$ cat src/rtl/muldiv_pkg.sv
// Shared types for the iterative multiply/divide sequencer.
package muldiv_pkg;

  localparam int unsigned MULDIV_FUNCT_W = 3;

  // MulDivFunct codes presented by the execute stage
  typedef enum logic [MULDIV_FUNCT_W-1:0] {
    F_NONE  = 3'd0,
    F_MULT  = 3'd1,
    F_MULTU = 3'd2,
    F_DIV   = 3'd3,
    F_DIVU  = 3'd4,
    F_MFHI  = 3'd5,
    F_MFLO  = 3'd6,
    F_RSVD  = 3'd7
  } muldiv_funct_e;

  typedef enum logic [1:0] {
    IDLE = 2'd0,
    CALC = 2'd1,
    FIX  = 2'd2
  } muldiv_state_e;

  // Per-operation context captured at accept
  typedef struct packed {
    logic is_div;  // restoring divide rather than shift-add multiply
    logic neg_q;   // product / quotient must be negated in FIX
    logic neg_r;   // remainder must be negated in FIX
    logic dz;      // divisor was zero
  } muldiv_ctx_t;

endpackage

$ cat src/rtl/muldiv_iter_core.sv
// One combinational iteration: shift-add multiply step or restoring divide step.
// Multiply: {hi,lo} holds partial product over the unconsumed multiplier bits.
// Divide:   hi is the running remainder, lo shifts dividend out / quotient in.
module muldiv_iter_core
  import muldiv_pkg::*;
#(
  parameter int unsigned WIDTH = 32
) (
  input  logic [WIDTH-1:0] acc_hi,
  input  logic [WIDTH-1:0] acc_lo,
  input  logic [WIDTH-1:0] operand,
  input  logic             is_div,
  input  logic             iter_bit,
  output logic [WIDTH-1:0] next_hi,
  output logic [WIDTH-1:0] next_lo
);

  logic [WIDTH:0]   sum;
  logic [WIDTH:0]   rem_sh;
  logic [WIDTH-1:0] diff;
  logic             ge;

  // Single iteration step, selected by operation type
  always_comb begin
    sum    = {1'b0, acc_hi} + (iter_bit ? {1'b0, operand} : '0);
    rem_sh = {acc_hi, iter_bit};
    ge     = rem_sh >= {1'b0, operand};
    // Only used when ge, where the true difference fits in WIDTH bits
    diff   = rem_sh[WIDTH-1:0] - operand;
    if (is_div) begin
      next_hi = ge ? diff : rem_sh[WIDTH-1:0];
      next_lo = {acc_lo[WIDTH-2:0], ge};
    end else begin
      next_hi = sum[WIDTH:1];
      next_lo = {sum[0], acc_lo[WIDTH-1:1]};
    end
  end

endmodule

$ cat src/rtl/muldiv_sequencer.sv
// Iterative mul/div controller for the execute stage; owns HI/LO and raises
// the hazard stall. Optional macro MULDIV_EARLY_OUT_EN lets MULT/MULTU leave
// CALC once the remaining multiplier bits are all zero.
module muldiv_sequencer
  import muldiv_pkg::*;
#(
  parameter int unsigned WIDTH = 32,
  parameter int unsigned CNT_W = 6
) (
  input  logic                      clk,
  input  logic                      reset,
  input  logic                      op_valid_i,
  input  logic [MULDIV_FUNCT_W-1:0] funct_i,
  input  logic [WIDTH-1:0]          rs_value_i,
  input  logic [WIDTH-1:0]          rt_value_i,
  output logic                      stall_o,
  output logic [WIDTH-1:0]          result_o,
  output logic                      result_valid_o,
  output logic [WIDTH-1:0]          hi_o,
  output logic [WIDTH-1:0]          lo_o,
  output logic                      busy_o,
  output logic                      div_zero_o
);

  muldiv_state_e    state, state_d;
  logic [CNT_W-1:0] cnt, cnt_d;
  logic [WIDTH-1:0] acc_hi, acc_hi_d, acc_lo, acc_lo_d;
  logic [WIDTH-1:0] operand, operand_d;
  muldiv_ctx_t      ctx, ctx_d;
  logic [WIDTH-1:0] hi, hi_d, lo, lo_d;
  logic             div_zero, div_zero_d;

  muldiv_funct_e    funct;
  logic             is_arith, is_mf, is_signed, op_div, busy, accept;
  logic             rs_neg, rt_neg, early_done;
  logic [WIDTH-1:0] rs_mag, rt_mag, next_hi, next_lo, quot, rem;
  logic [2*WIDTH-1:0] prod;

  assign funct     = muldiv_funct_e'(funct_i);
  assign is_arith  = (funct == F_MULT) || (funct == F_MULTU) ||
                     (funct == F_DIV)  || (funct == F_DIVU);
  assign is_mf     = (funct == F_MFHI) || (funct == F_MFLO);
  assign is_signed = (funct == F_MULT) || (funct == F_DIV);
  assign op_div    = (funct == F_DIV)  || (funct == F_DIVU);
  assign busy      = (state != IDLE);
  assign accept    = op_valid_i && is_arith && !busy;

  assign rs_neg = is_signed && rs_value_i[WIDTH-1];
  assign rt_neg = is_signed && rt_value_i[WIDTH-1];
  assign rs_mag = rs_neg ? -rs_value_i : rs_value_i;
  assign rt_mag = rt_neg ? -rt_value_i : rt_value_i;

`ifdef MULDIV_EARLY_OUT_EN
  // Multiplier bits still to be consumed after this iteration are all zero
  assign early_done = !ctx.is_div &&
    (((acc_lo >> 1) & ({WIDTH{1'b1}} >> (cnt + CNT_W'(1)))) == '0);
`else
  assign early_done = 1'b0;
`endif

  muldiv_iter_core #(.WIDTH(WIDTH)) u_core (
    .acc_hi   (acc_hi),
    .acc_lo   (acc_lo),
    .operand  (operand),
    .is_div   (ctx.is_div),
    .iter_bit (ctx.is_div ? acc_lo[WIDTH-1] : acc_lo[0]),
    .next_hi  (next_hi),
    .next_lo  (next_lo)
  );

  // State and datapath registers
  always_ff @(posedge clk or posedge reset) begin
    if (reset) begin
      state    <= IDLE;
      cnt      <= '0;
      acc_hi   <= '0;
      acc_lo   <= '0;
      operand  <= '0;
      ctx      <= '0;
      hi       <= '0;
      lo       <= '0;
      div_zero <= 1'b0;
    end else begin
      state    <= state_d;
      cnt      <= cnt_d;
      acc_hi   <= acc_hi_d;
      acc_lo   <= acc_lo_d;
      operand  <= operand_d;
      ctx      <= ctx_d;
      hi       <= hi_d;
      lo       <= lo_d;
      div_zero <= div_zero_d;
    end
  end

  // Next-state, iteration and sign-fix logic
  always_comb begin
    state_d    = state;
    cnt_d      = cnt;
    acc_hi_d   = acc_hi;
    acc_lo_d   = acc_lo;
    operand_d  = operand;
    ctx_d      = ctx;
    hi_d       = hi;
    lo_d       = lo;
    div_zero_d = div_zero;

    // After an early exit, cnt iterations were done; realign by the skipped ones
    prod = {acc_hi, acc_lo};
`ifdef MULDIV_EARLY_OUT_EN
    prod = prod >> (CNT_W'(WIDTH) - cnt);
`endif
    if (ctx.neg_q) prod = -prod;
    quot = ctx.neg_q ? -acc_lo : acc_lo;
    rem  = ctx.neg_r ? -acc_hi : acc_hi;

    case (state)
      IDLE: begin
        if (accept) begin
          ctx_d.is_div = op_div;
          ctx_d.neg_q  = rs_neg ^ rt_neg;
          ctx_d.neg_r  = rs_neg;
          ctx_d.dz     = op_div && (rt_value_i == '0);
          acc_hi_d     = '0;
          acc_lo_d     = op_div ? rs_mag : rt_mag;
          operand_d    = op_div ? rt_mag : rs_mag;
          cnt_d        = '0;
          state_d      = CALC;
          if (op_div) div_zero_d = 1'b0;
        end
      end
      CALC: begin
        acc_hi_d = next_hi;
        acc_lo_d = next_lo;
        cnt_d    = cnt + CNT_W'(1);
        if ((cnt == CNT_W'(WIDTH - 1)) || early_done) state_d = FIX;
      end
      FIX: begin
        state_d = IDLE;
        if (ctx.is_div) begin
          hi_d       = rem;
          lo_d       = ctx.dz ? '1 : quot;
          div_zero_d = ctx.dz;
        end else begin
          hi_d = prod[2*WIDTH-1:WIDTH];
          lo_d = prod[WIDTH-1:0];
        end
      end
      default: state_d = IDLE;
    endcase
  end

  // Hazard stall and MFHI/MFLO read port
  assign stall_o        = op_valid_i && (is_arith || is_mf) && busy;
  assign result_valid_o = !reset && op_valid_i && is_mf && !busy;
  assign result_o       = result_valid_o ? ((funct == F_MFHI) ? hi : lo) : '0;

  assign hi_o       = hi;
  assign lo_o       = lo;
  assign busy_o     = busy;
  assign div_zero_o = div_zero;

endmodule
$ cat config.mk
export PLATFORM = sky130hd
export DESIGN_NAME = muldiv_sequencer
export DESIGN_NICKNAME = d
export VERILOG_FILES = /design/src/rtl/muldiv_pkg.sv /design/src/rtl/muldiv_iter_core.sv /design/src/rtl/muldiv_sequencer.sv
export SDC_FILE = /design/constraint.sdc
export NUM_CORES = 1
export LEC_CHECK = 0
export ABC_AREA = 1
export CAP_MARGIN = 10
export CORE_ASPECT_RATIO = 0.5
export CORE_MARGIN = 2
export CORE_UTILIZATION = 30
export CTS_BUF_LIST = sky130_fd_sc_hd__clkbuf_8
export CTS_CLUSTER_SIZE = 40
export DETAILED_ROUTE_END_ITERATION = 10
export RECOVER_POWER = 50
export SLEW_MARGIN = 20
export SYNTH_ARGS = -nofsm -noshare
export SYNTH_HDL_FRONTEND = slang
export SYNTH_HIERARCHICAL = 1
export SYNTH_SLANG_ARGS = --single-unit
$ cat constraint.sdc
create_clock -name clk -period 15.3 [get_ports clk]
set_input_delay 1.53 -clock clk [delete_from_list [all_inputs] [get_ports clk]]
set_output_delay 1.53 -clock clk [all_outputs]
set_load 0.02 [all_outputs]
==> results by group, run 1 <==
Clocking
  • H-tree depth: 4
  • Bufs on Longest Clock Path: 2
  • CTS Buf Count: 17
  • Clk sinks: 173
  • Postcts setup bufs: 0
  • Worst-path clk slew: 0.12 ns
  • Hold_buf cts: 0
  • Post_cts resized: 0
  • CTS tree: done
  • Clk_lat worst skew: 0.52 ns
  • Root buffer cell: clkbuf_8

Min path
  • Path type of the worst min-delay path: flip-flop to flip-flop

Power
  • Switching pwr: 0.00274 W
  • Leakage: 10.2 nW
  • Power per Cell Area: 222 nW/um2
  • Clk pwr share: 7.5%
  • P_int: 0.00191 W
  • Sw frac: 58.8%
  • Logic pwr share: 71.1%
  • Part of the power in registers: 21.4%
  • Worst IR drop on VDD: 0.0843 mV

Timing
  • Setup_tns: 0 ns
  • RSZ-0062 raised after global routing: no
  • Final hold violation count: 0
  • WHS: 0.510 ns
  • Peak Freq: 125 MHz
  • Clock skew: 0.0318 ns
  • Slew Limit Fails: 367
  • Final min period: 8.02 ns
  • Slew @ Worst Pin: 4.47 ns
  • Setup violators final: 0
  • Tcrit/Tclk final: 52.4%
  • Slew headroom: -200%

Route
  • 1st-pass router iterations: 7
  • Via count: 21007
  • ANT nets after route: 0
  • Drt wl/cell: 19.2 um
  • Post-route DRC violation count: 0
  • Post-Route WL: 77700 um
  • DRT iter0 DRCs: 2353
  • Drt via density: 5.20

Outcome
  • Outcome: complete, but fails checks
  • Failing checks: max-capacitance violations, max-slew violations

Die
  • Die Ht: 178 um
  • Die ar.: 62900 um2
  • Starting density of the core: 30.5%
  • Core area: 59700 um2
  • Top Ports: 170
  • Die span in x: 353 um
  • Row cnt: 63

Cells and area
  • Finished Cell Area: 20900 um2
  • Layout Nets: 3354
  • Synthesis-to-layout area growth: 14.9%
  • Multi-input logic area: 11900 um2
  • Most used cells in the layout excluding fill and tap cells: 1105 x nand2_1, 385 x inv_1, 314 x nor2_1
  • Register area: 4330 um2
  • Fillers: 6665
  • Commonest non-fill, non-tap cell in the layout: nand2_1
  • Share of cells above drive strength 1: 3.50%

Yosys
  • Main synth FF type: dfrtp_1
  • Syn Inst Count: 3108
  • Leading area contributor after synthesis: dfrtp_1
  • YS warnings: 6
  • Mapped cell area: 18200 um2
  • Mean Syn Cell Area: 5.87 um2
  • Post-synth EDFFs: 0
  • Seq/Total Area, Yosys: 23.7%
  • Fraction of registers with async set/reset: 100%
  • Top area cells in the synthesized netlist: dfrtp_1 24%, nand2_1 23%, inv_1 7.9%, nand3_1 7.3%, nor2_1 6.4%
  • Syn nets: 3250
  • Synth unique cells: 54
  • Synth top area share: 23.7%
  • #FFs+latches synth: 173

GRT
  • GRT Overall Usage: 24.3%
  • Initial antenna violation count: 1
  • Grt ovf: 0
  • Largest net degree at the start of global routing: 99
  • Vias in the first global route: 19313
  • First-pass GRT wire length: 117000 um

Critical path
  • Critical path's largest stage delay: 2.52 ns
  • Setup crit end kind: asynchronous set/reset pin
  • Critical path class: input pin to asynchronous set/reset pin
  • CP required: 15.24 ns
  • CP Buf/Inv Count: 4
  • Arrival time worst endpoint: 7.97 ns
  • Crit-path leading delay family: buffers and inverters
  • Critical-path cell list: dlygate4sd3_1 > clkinvlp_2 > clkbuf_1 > clkbuf_1
  • CP dominant cell by count: clkbuf_1
  • Crit-path slowest cell: clkinvlp_2
  • CP Max Fanout: 98
  • Worst setup SP type: input pin

Job
  • MaxCap Viol Count: 6

Placement
  • Port bufs: 169
  • DP Wirelength: 63500 um
  • Placement Cell Area: 20600 um2
  • Placer Congestion: 0.955
==> through the flow <==
| step | utilization, % | total power, W | worst slack (ns) | std cells |
|---|---|---|---|---|
| after global placement | 34.5 | 0.00422 | 9.45 | 4004 |
| after detailed placement | 34.5 | 0.00424 | 9.37 | 4004 |
| after CTS | 35.2 | 0.00461 | 9.36 | 4036 |
| after global routing | 35.1 | 0.00510 | 5.86 | 4038 |
| after floorplan | - | 0.00320 | 9.08 | 3108 |
| final | 35.1 | 0.00465 | 7.28 | 4038 |
==> metal layers <==
layer,GRT usage (%),vias up,share of wire [%]
li1,-,10134,-
met1,35.6,9910,47
met2,36.9,867,42
met3,4.01,96,8.6
met4,6.11,0,2.2
met5,0,-,0
==> cell type report <==
| type | instances | area share, % |
|---|---|---|
| diodes | 1 | 0.0119 |
| clock buffers | 18 | 1.18 |
| clock inverters | 14 | 0.747 |
| inverters | 407 | 7.30 |
| multi-input cells | 2426 | 56.6 |
| flip-flops and latches | 173 | 20.7 |
| well taps | 812 | 4.85 |
| repair buffers | 187 | 8.61 |
==> final timing paths <==
kind	slack (ns)	end	from	cells after the start
min	0.51	cnt[0]$_DFFE_PP0P_	cnt[0]$_DFFE_PP0P_	1
min reg2reg	0.51	cnt[0]$_DFFE_PP0P_	cnt[0]$_DFFE_PP0P_	1
min in group asynchronous	2.87	lo_o[8]$_DFFE_PP0P_	reset	2
max reg2reg	9.10	lo_o[31]$_DFFE_PP0P_	state[0]$_DFFE_PP0P_	10
max	7.28	acc_hi[19]$_DFFE_PP0P_	reset	4
max in group clk	8.35	result_o[12]	funct_i[0]	6
==> kinds of logic (layout without fill, tap and decap cells) <==
logic type / after synthesis / in the layout / share of synthesized area [%]
AOI/OAI and AO/OA: 384 / 384 / 11.8
adders and majority gates: 72 / 72 / 5.02
other: 0 / 1 / 0
xor gates and xnor gates: 95 / 95 / 4.56
buffers and inverters: 509 / 626 / 11.1
and+or+nand+nor: 1875 / 1875 / 43.7
DFF: 173 / 173 / 23.7
==> registers in the layout, summed over array words and instances, names as in the netlist, 2 cells and up <==
signal / cells
operand: 32
lo_o: 32
acc_lo: 32
acc_hi: 32
ctx: 4
cnt: 6
state: 2
hi_o: 32
==> synthesized netlist by cell type, types with 11 or more instances <==
cell,instances
nand3_1,265
o211ai_1,20
nand2_2,11
buf_2,33
clkbuf_1,50
o21ai_1,11
nor2_2,14
nand2_1,1105
dfrtp_1,173
ha_1,70
nor2_1,311
inv_2,15
nand3b_1,41
xnor2_1,29
a21oi_1,135
inv_1,385
xor2_1,66
nor3_1,18
o21ai_0,158
nand4_1,71
==> power by group through the flow <==
stage               logic (W)  clock network [W]  registers, W
global route          0.00372           0.000374       0.00101
floorplan             0.00234                  0      0.000859
detailed placement    0.00325                  0      0.000994
CTS                   0.00327           0.000352      0.000985
global placement      0.00323                  0      0.000996
finish                0.00331           0.000351      0.000994
==> worst register-to-register path, delay by kind of cell (launching register included) <==
kind / cells / cell delay [ns]
buffers and inverters: 6 / 4.22
AND/OR/NAND/NOR: 3 / 1.33
flip-flops: 1 / 0.39
AO/OA/AOI/OAI: 1 / 0.14
Note: power is estimated with default switching activity, not from simulation.
==> inputs of run 2 (changes only) <==
Clock period 15.3 ns to 8.21 ns, I/O delays scaled along.
==> run 2 against run 1 <==
  * Die area unchanged
  * Critical path depth up 6
  * Count of clock-buffer cells in the layout decreased by 1
  * Clock power is 98% higher
  * Routed wire length barely moved
  * Largest cell class unchanged
  * Cell count hardly changed
  * Highest routed layer unchanged
  * Final area up 0.31%
  * First-iteration DRC count up 7.1%
  * Via count down 0.91%
  * Combinational power is 86% higher
  * Core utilization increased by 0.11 points
  * The run still ends with max-capacitance violations, max-slew violations left
==> results by group, run 2 (same netlist as run 1, synthesis figures left out) <==
Clocking
  • Root buffer cell: clkbuf_8
  • H-tree depth: 4 (unchanged)
  • CTS Buf Count: 17 (unchanged)
  • Bufs on Longest Clock Path: 2 (unchanged)
  • Hold_buf cts: 0 (unchanged)
  • Post_cts resized: 0 (unchanged)
  • Clk_lat worst skew: 0.52 ns (about the same)
  • CTS tree: done
  • Postcts setup bufs: 0 (unchanged)
  • Clk sinks: 173 (unchanged)
  • Worst-path clk slew: 0.11 ns (about the same)

Cells and area
  • Commonest non-fill, non-tap cell in the layout: nand2_1
  • Most used cells in the layout excluding fill and tap cells: 1105 x nand2_1, 385 x inv_1, 313 x nor2_1
  • Share of cells above drive strength 1: 3.69% (+0.19 points)
  • Synthesis-to-layout area growth: 15.3%
  • Register area: 4330 um2 (unchanged)
  • Layout Nets: 3353 (-0.030%)
  • Multi-input logic area: 11900 um2 (+0.15%)
  • Fillers: 6636 (-0.44%)
  • Fin cells: 4037 (-0.025%)

Route
  • Post-route DRC violation count: 0 (unchanged)
  • Drt via density: 5.16 (-0.88%)
  • ANT nets after route: 0 (unchanged)
  • Via count: 20816 (-0.91%)
  • Drt wl/cell: 19.2 um (about the same)
  • 1st-pass router iterations: 6 (-1)
  • DRT iter0 DRCs: 2520 (+7.1%)
  • Post-Route WL: 77700 um (about the same)

Die
  • Die Ht: 178 um (unchanged)
  • Starting density of the core: 30.5% (unchanged)
  • Die span in x: 353 um (unchanged)
  • Die ar.: 62900 um2 (unchanged)
  • Top Ports: 170 (unchanged)
  • Row cnt: 63 (unchanged)
  • Core area: 59700 um2 (unchanged)

Critical path
  • CP Buf/Inv Count: 6 (+2)
  • CP dominant cell by count: inv_1
  • Crit-path slowest cell: clkbuf_1
  • CP Max Fanout: 62 (-37%)
  • Critical path class: flip-flop to flip-flop
  • Arrival time worst endpoint: 5.93 ns (-2.04 ns)
  • Critical path's largest stage delay: 2.19 ns (-0.33 ns)
  • Setup crit end kind: flip-flop
  • CP required: 8.60 ns (-6.64 ns)
  • Worst setup SP type: flip-flop
  • Crit-path leading delay family: buffers and inverters
  • Critical-path cell list: inv_1 > nand2_1 > buf_4 > inv_1 > clkbuf_1 > nand2_1 > inv_1 > nand3_1 > o21ai_0 > inv_1

Timing
  • Final min period: 5.54 ns
  • Peak Freq: 181 MHz
  • Final setup margin: 2.67 ns (-4.60 ns)
  • Setup violators final: 0 (unchanged)
  • WHS: 0.518 ns (+0.00733 ns)
  • Slew @ Worst Pin: 4.64 ns (+0.165 ns)
  • RSZ-0062 raised after global routing: no
  • Slew Limit Fails: 312 (-15%)
  • Slew headroom: -211% (-11 points)
  • Final hold violation count: 0 (unchanged)
  • Setup_tns: 0 ns (unchanged)
  • Clock skew: 0.0285 ns (-0.00330 ns)
  • Tcrit/Tclk final: 67.5%

GRT
  • Largest net degree at the start of global routing: 102 (+3.0%)
  • GRT Overall Usage: 24.3% (+0.044 points)
  • Vias in the first global route: 18958 (-1.8%)
  • Initial antenna violation count: 1 (unchanged)
  • Grt ovf: 0 (unchanged)
  • First-pass GRT wire length: 116000 um (-0.29%)

Power
  • Leakage: 10.1 nW (-1.1%)
  • Power per Cell Area: 415 nW/um2 (+87%)
  • Worst IR drop on VDD: 0.168 mV (+99%)
  • Final Power: 0.00871 W (+87%)

Placement
  • DP Cell Count: 4004 (unchanged)
  • DP Wirelength: 63900 um (+0.58%)
  • Port bufs: 169 (unchanged)
  • Pre-CTS setup slack: 3.23 ns (-6.14 ns)
  • Placer Congestion: 0.966 (+1.2%)

Outcome
  • Failing checks: max-capacitance violations, max-slew violations
  • Outcome: complete, but fails checks

Min path
  • Path type of the worst min-delay path: flip-flop to flip-flop

Job
  • MaxCap Viol Count: 5 (-1)
-- run 2: cell types whose count changed in the layout (fill, tap and decap cells not counted), sizes merged --
cell / delta
clkdlybuf4s50: -46
clkbuf: -3
buf: +2
dlygate4sd3: +45
clkinvlp: +1
-- run 2: path summary, 6_finish.rpt --
path | startpoint | end | slack [ns] | cells after the start
hold / removal | div_zero_o$_DFFE_PP0P_ | div_zero_o$_DFFE_PP0P_ | 0.52 | 2
setup / recovery | state[0]$_DFFE_PP0P_ | lo_o[31]$_DFFE_PP0P_ | 2.67 | 10
max in group asynchronous | reset | acc_hi[20]$_DFFE_PP0P_ | 3.53 | 3
min in group asynchronous | reset | lo_o[20]$_DFFE_PP0P_ | 2.20 | 2
setup reg to reg | state[0]$_DFFE_PP0P_ | lo_o[31]$_DFFE_PP0P_ | 2.67 | 10
hold reg to reg | div_zero_o$_DFFE_PP0P_ | div_zero_o$_DFFE_PP0P_ | 0.52 | 2
-- run 2: where the power goes --
| part | total, W | internal, W | switching [W] |
|---|---|---|---|
| clock | 0.000694 | 0.000295 | 0.000399 |
| combinational | 0.00616 | 0.00207 | 0.00408 |
| sequential | 0.00186 | 0.00119 | 0.000671 |
| total | 0.00871 | 0.00356 | 0.00515 |
-- run 2: worst register-to-register path, stage by stage (launching register included) --
cell and delay [ns]:
dfrtp_1 0.40, inv_1 0.11, nand2_1 0.08, buf_4 0.25, inv_1 0.11, clkbuf_1 2.19
nand2_1 0.90, inv_1 0.93, nand3_1 0.25, o21ai_0 0.13, inv_1 0.07
-- run 2: per-stage QoR --
| step | instance area, um2 | utilization (%) |
|---|---|---|
| after floorplan | 18200 | - |
| after global placement | 20600 | 34.5 |
| after detailed placement | 20600 | 34.5 |
| after CTS | 21000 | 35.3 |
| after global routing | 21000 | 35.2 |
| final | 21000 | 35.2 |
-- run 2: routing by layer --
| layer | track usage [%] | up-vias | routed length (um) |
|---|---|---|---|
| li1 | - | 10124 | - |
| met1 | 35.6 | 9847 | 37100 |
| met2 | 36.6 | 779 | 32500 |
| met3 | 5.24 | 66 | 6770 |
| met4 | 4.86 | 0 | 1290 |
| met5 | 0 | - | 0 |
-- run 2: layout make-up --
class / instances / share of cell area [%]
inverter: 407 / 7.28
tap: 812 / 4.84
sequential: 173 / 20.6
timing repair buffer: 186 / 8.56
clock inverter: 15 / 1.06
multi-input combinational: 2426 / 56.5
antenna: 1 / 0.0119
clock buffer: 17 / 1.11
==> inputs of run 3 (changes only) <==
Clock period 8.21 ns to 5.1 ns, I/O delays scaled along.
==> run 3 against run 2 <==
  * The run still ends with max-capacitance violations, max-slew violations left
  * Final area about the same
  * Routed wire length increased by 2.0%
  * Non-clock buffer count increased by 4
  * Die area unchanged
  * Clock power increased by 51%
  * First-iteration DRC count decreased by 6.5%
  * Combinational power increased by 62%
  * Critical path depth decreased by 3
  * Flip-flop and latch count unchanged
  * Hold slack got worse by 0.0094 ns
  * Sequential share of layout area about the same
  * Setup slack got worse by 1.6 ns
==> results by group, run 3 (same netlist as run 1, synthesis figures left out) <==
Clocking
  • Postcts setup bufs: 0 (unchanged)
  • Clk sinks: 173 (unchanged)
  • Clk_lat worst skew: 0.51 ns (about the same)
  • CTS Buf Count: 17 (unchanged)
  • H-tree depth: 4 (unchanged)
  • Worst-path clk slew: 0.11 ns (about the same)
  • Root buffer cell: clkbuf_8
  • Post_cts resized: 0 (unchanged)
  • Hold_buf cts: 0 (unchanged)
  • CTS tree: done
  • Bufs on Longest Clock Path: 2 (unchanged)

Cells and area
  • Share of cells above drive strength 1: 3.81% (+0.12 points)
  • Layout Nets: 3357 (+0.12%)
  • Fin cells: 4040 (+0.074%)
  • Commonest non-fill, non-tap cell in the layout: nand2_1
  • Most used cells in the layout excluding fill and tap cells: 1105 x nand2_1, 386 x inv_1, 311 x nor2_1
  • Synthesis-to-layout area growth: 15.3% (about the same)
  • Final cell utilization of the core: 35.2% (about the same)

Critical path
  • Arrival time worst endpoint: 4.41 ns (-1.52 ns)
  • Critical path class: flip-flop to flip-flop
  • CP Max Fanout: 61 (-1.6%)
  • RR Startpoint: state[0]$_DFFE_PP0P_
  • R2R setup slack: 1.11 ns (-1.56 ns)
  • Worst setup SP type: flip-flop
  • CP required: 5.52 ns (-3.08 ns)
  • Critical R2R Capture: hi_o[11]$_DFFE_PP0P_
  • R2R cell count: 7 (-3)
  • Setup crit end kind: flip-flop

Timing
  • Slew @ Worst Pin: 3.51 ns (-1.13 ns)
  • Tcrit/Tclk final: 78.1% (+11 points)
  • Peak Freq: 251 MHz (+39%)
  • Final hold violation count: 0 (unchanged)
  • Final min period: 3.99 ns (-1.55 ns)
  • Slew headroom: -134% (+77 points)
  • Slew Limit Fails: 163 (-48%)
  • Setup violators final: 0 (unchanged)
  • RSZ-0062 raised after global routing: no
  • WHS: 0.508 ns (-0.00939 ns)
  • Clock skew: 0.0285 ns (+0.0000254 ns)
  • Setup_tns: 0 ns (unchanged)

Power
  • Power per Cell Area: 669 nW/um2 (+61%)
  • Leakage: 10.2 nW (+0.69%)
  • Worst IR drop on VDD: 0.259 mV (+55%)
  • Final Power: 0.0140 W (+61%)

Die
  • Die span in x: 353 um (unchanged)
  • Starting density of the core: 30.5% (unchanged)
  • Die Ht: 178 um (unchanged)
  • Die ar.: 62900 um2 (unchanged)
  • Core area: 59700 um2 (unchanged)
  • Top Ports: 170 (unchanged)
  • Row cnt: 63 (unchanged)

Min path
  • Hold Crit Endpoint: cnt[0]$_DFFE_PP0P_
  • Path type of the worst min-delay path: flip-flop to flip-flop
  • Hold path cells: 1 (-1)
  • Hold_sp: cnt[0]$_DFFE_PP0P_

Placement
  • DP Cell Count: 4007 (+0.075%)
  • Port bufs: 169 (unchanged)
  • Placer Congestion: 0.982 (+1.6%)
  • DP Wirelength: 63700 um (-0.27%)

GRT
  • Largest net degree at the start of global routing: 174 (+71%)
  • First-pass GRT wire length: 118000 um (+1.3%)
  • Vias in the first global route: 19258 (+1.6%)
  • Initial antenna violation count: 1 (unchanged)
  • GRT Overall Usage: 24.6% (+0.29 points)
  • Grt ovf: 0 (unchanged)

Route
  • Post-route DRC violation count: 0 (unchanged)
  • Post-Route WL: 79200 um (+2.0%)
  • Via count: 21049 (+1.1%)
  • DRT iter0 DRCs: 2356 (-6.5%)
  • ANT nets after route: 0 (unchanged)
  • Drt via density: 5.21 (+1.0%)
  • Drt wl/cell: 19.6 um (+1.9%)
  • 1st-pass router iterations: 8 (+2)

Job
  • MaxCap Viol Count: 3 (-2)

Outcome
  • Outcome: complete, but fails checks
  • Failing checks: max-capacitance violations, max-slew violations
-- run 3: cell count changes in the layout (fill, tap and decap cells not counted), sizes merged --
cell | previous run | this run
dlygate4sd3 | 66 | 43
bufinv | 2 | 1
clkbuf | 21 | 22
buf | 14 | 18
clkinvlp | 2 | 3
clkinv | 12 | 9
clkdlybuf4s50 | 102 | 126
-- run 3: worst max-delay path by stage --
stage,slack (ns),from,endpoint,depth (start not counted)
3_5_place_dp,1.51,acc_lo[0]$_DFFE_PP0P_,acc_hi[29]$_DFFE_PP0P_,18
4_1_cts,1.31,state[1]$_DFFE_PP0P_,result_o[30],6
6_report,1.11,state[0]$_DFFE_PP0P_,hi_o[11]$_DFFE_PP0P_,7
3_3_place_gp,1.49,acc_lo[0]$_DFFE_PP0P_,acc_hi[27]$_DFFE_PP0P_,16
2_1_floorplan,2.14,ctx[3]$_DFFE_PP0P_,acc_hi[12]$_DFFE_PP0P_,17
5_1_grt,0.59,reset,hi_o[14]$_DFFE_PP0P_,3
-- run 3: where the power goes --
group	internal, W	switching [W]	leakage, nW
Sequential	0.00192	0.00109	1.94
Combinational	0.00336	0.00664	8.07
Clock	0.000426	0.000621	0.198
-- run 3: cell type report --
cell class,count,area (um2)
flip-flops and latches,173,4330
clock buffers,19,262
clock inverters,12,129
diodes,1,2.50
multi-input cells,2426,11900
inverters,407,1530
fillers,6716,38700
repair buffers,190,1860
well taps,812,1020
-- run 3: per-stage QoR --
stage / instance area, um2 / setup slack, ns
after detailed placement: 20600 / 1.51
after global placement: 20600 / 1.49
after floorplan: 18200 / 2.14
after CTS: 21000 / 1.31
final: 21000 / 1.11
after global routing: 21000 / 0.588
-- run 3: worst max-delay path: stages, from the launching register on --
cell      delay, ns
dfrtp_1        0.39
inv_1          0.11
nand2_1        0.06
buf_4          0.26
inv_1          0.12
clkbuf_1       2.21
nand3_1        0.52
nand2_1        0.18
-- run 3: routing by layer --
| metal | GRT usage (%) | up-vias | share of wire, % |
|---|---|---|---|
| met5 | 0 | - | 0 |
| li1 | - | 10135 | - |
| met3 | 4.54 | 95 | 8.5 |
| met1 | 35.1 | 9986 | 46 |
| met4 | 6.34 | 0 | 2.1 |
| met2 | 38.2 | 833 | 43 |
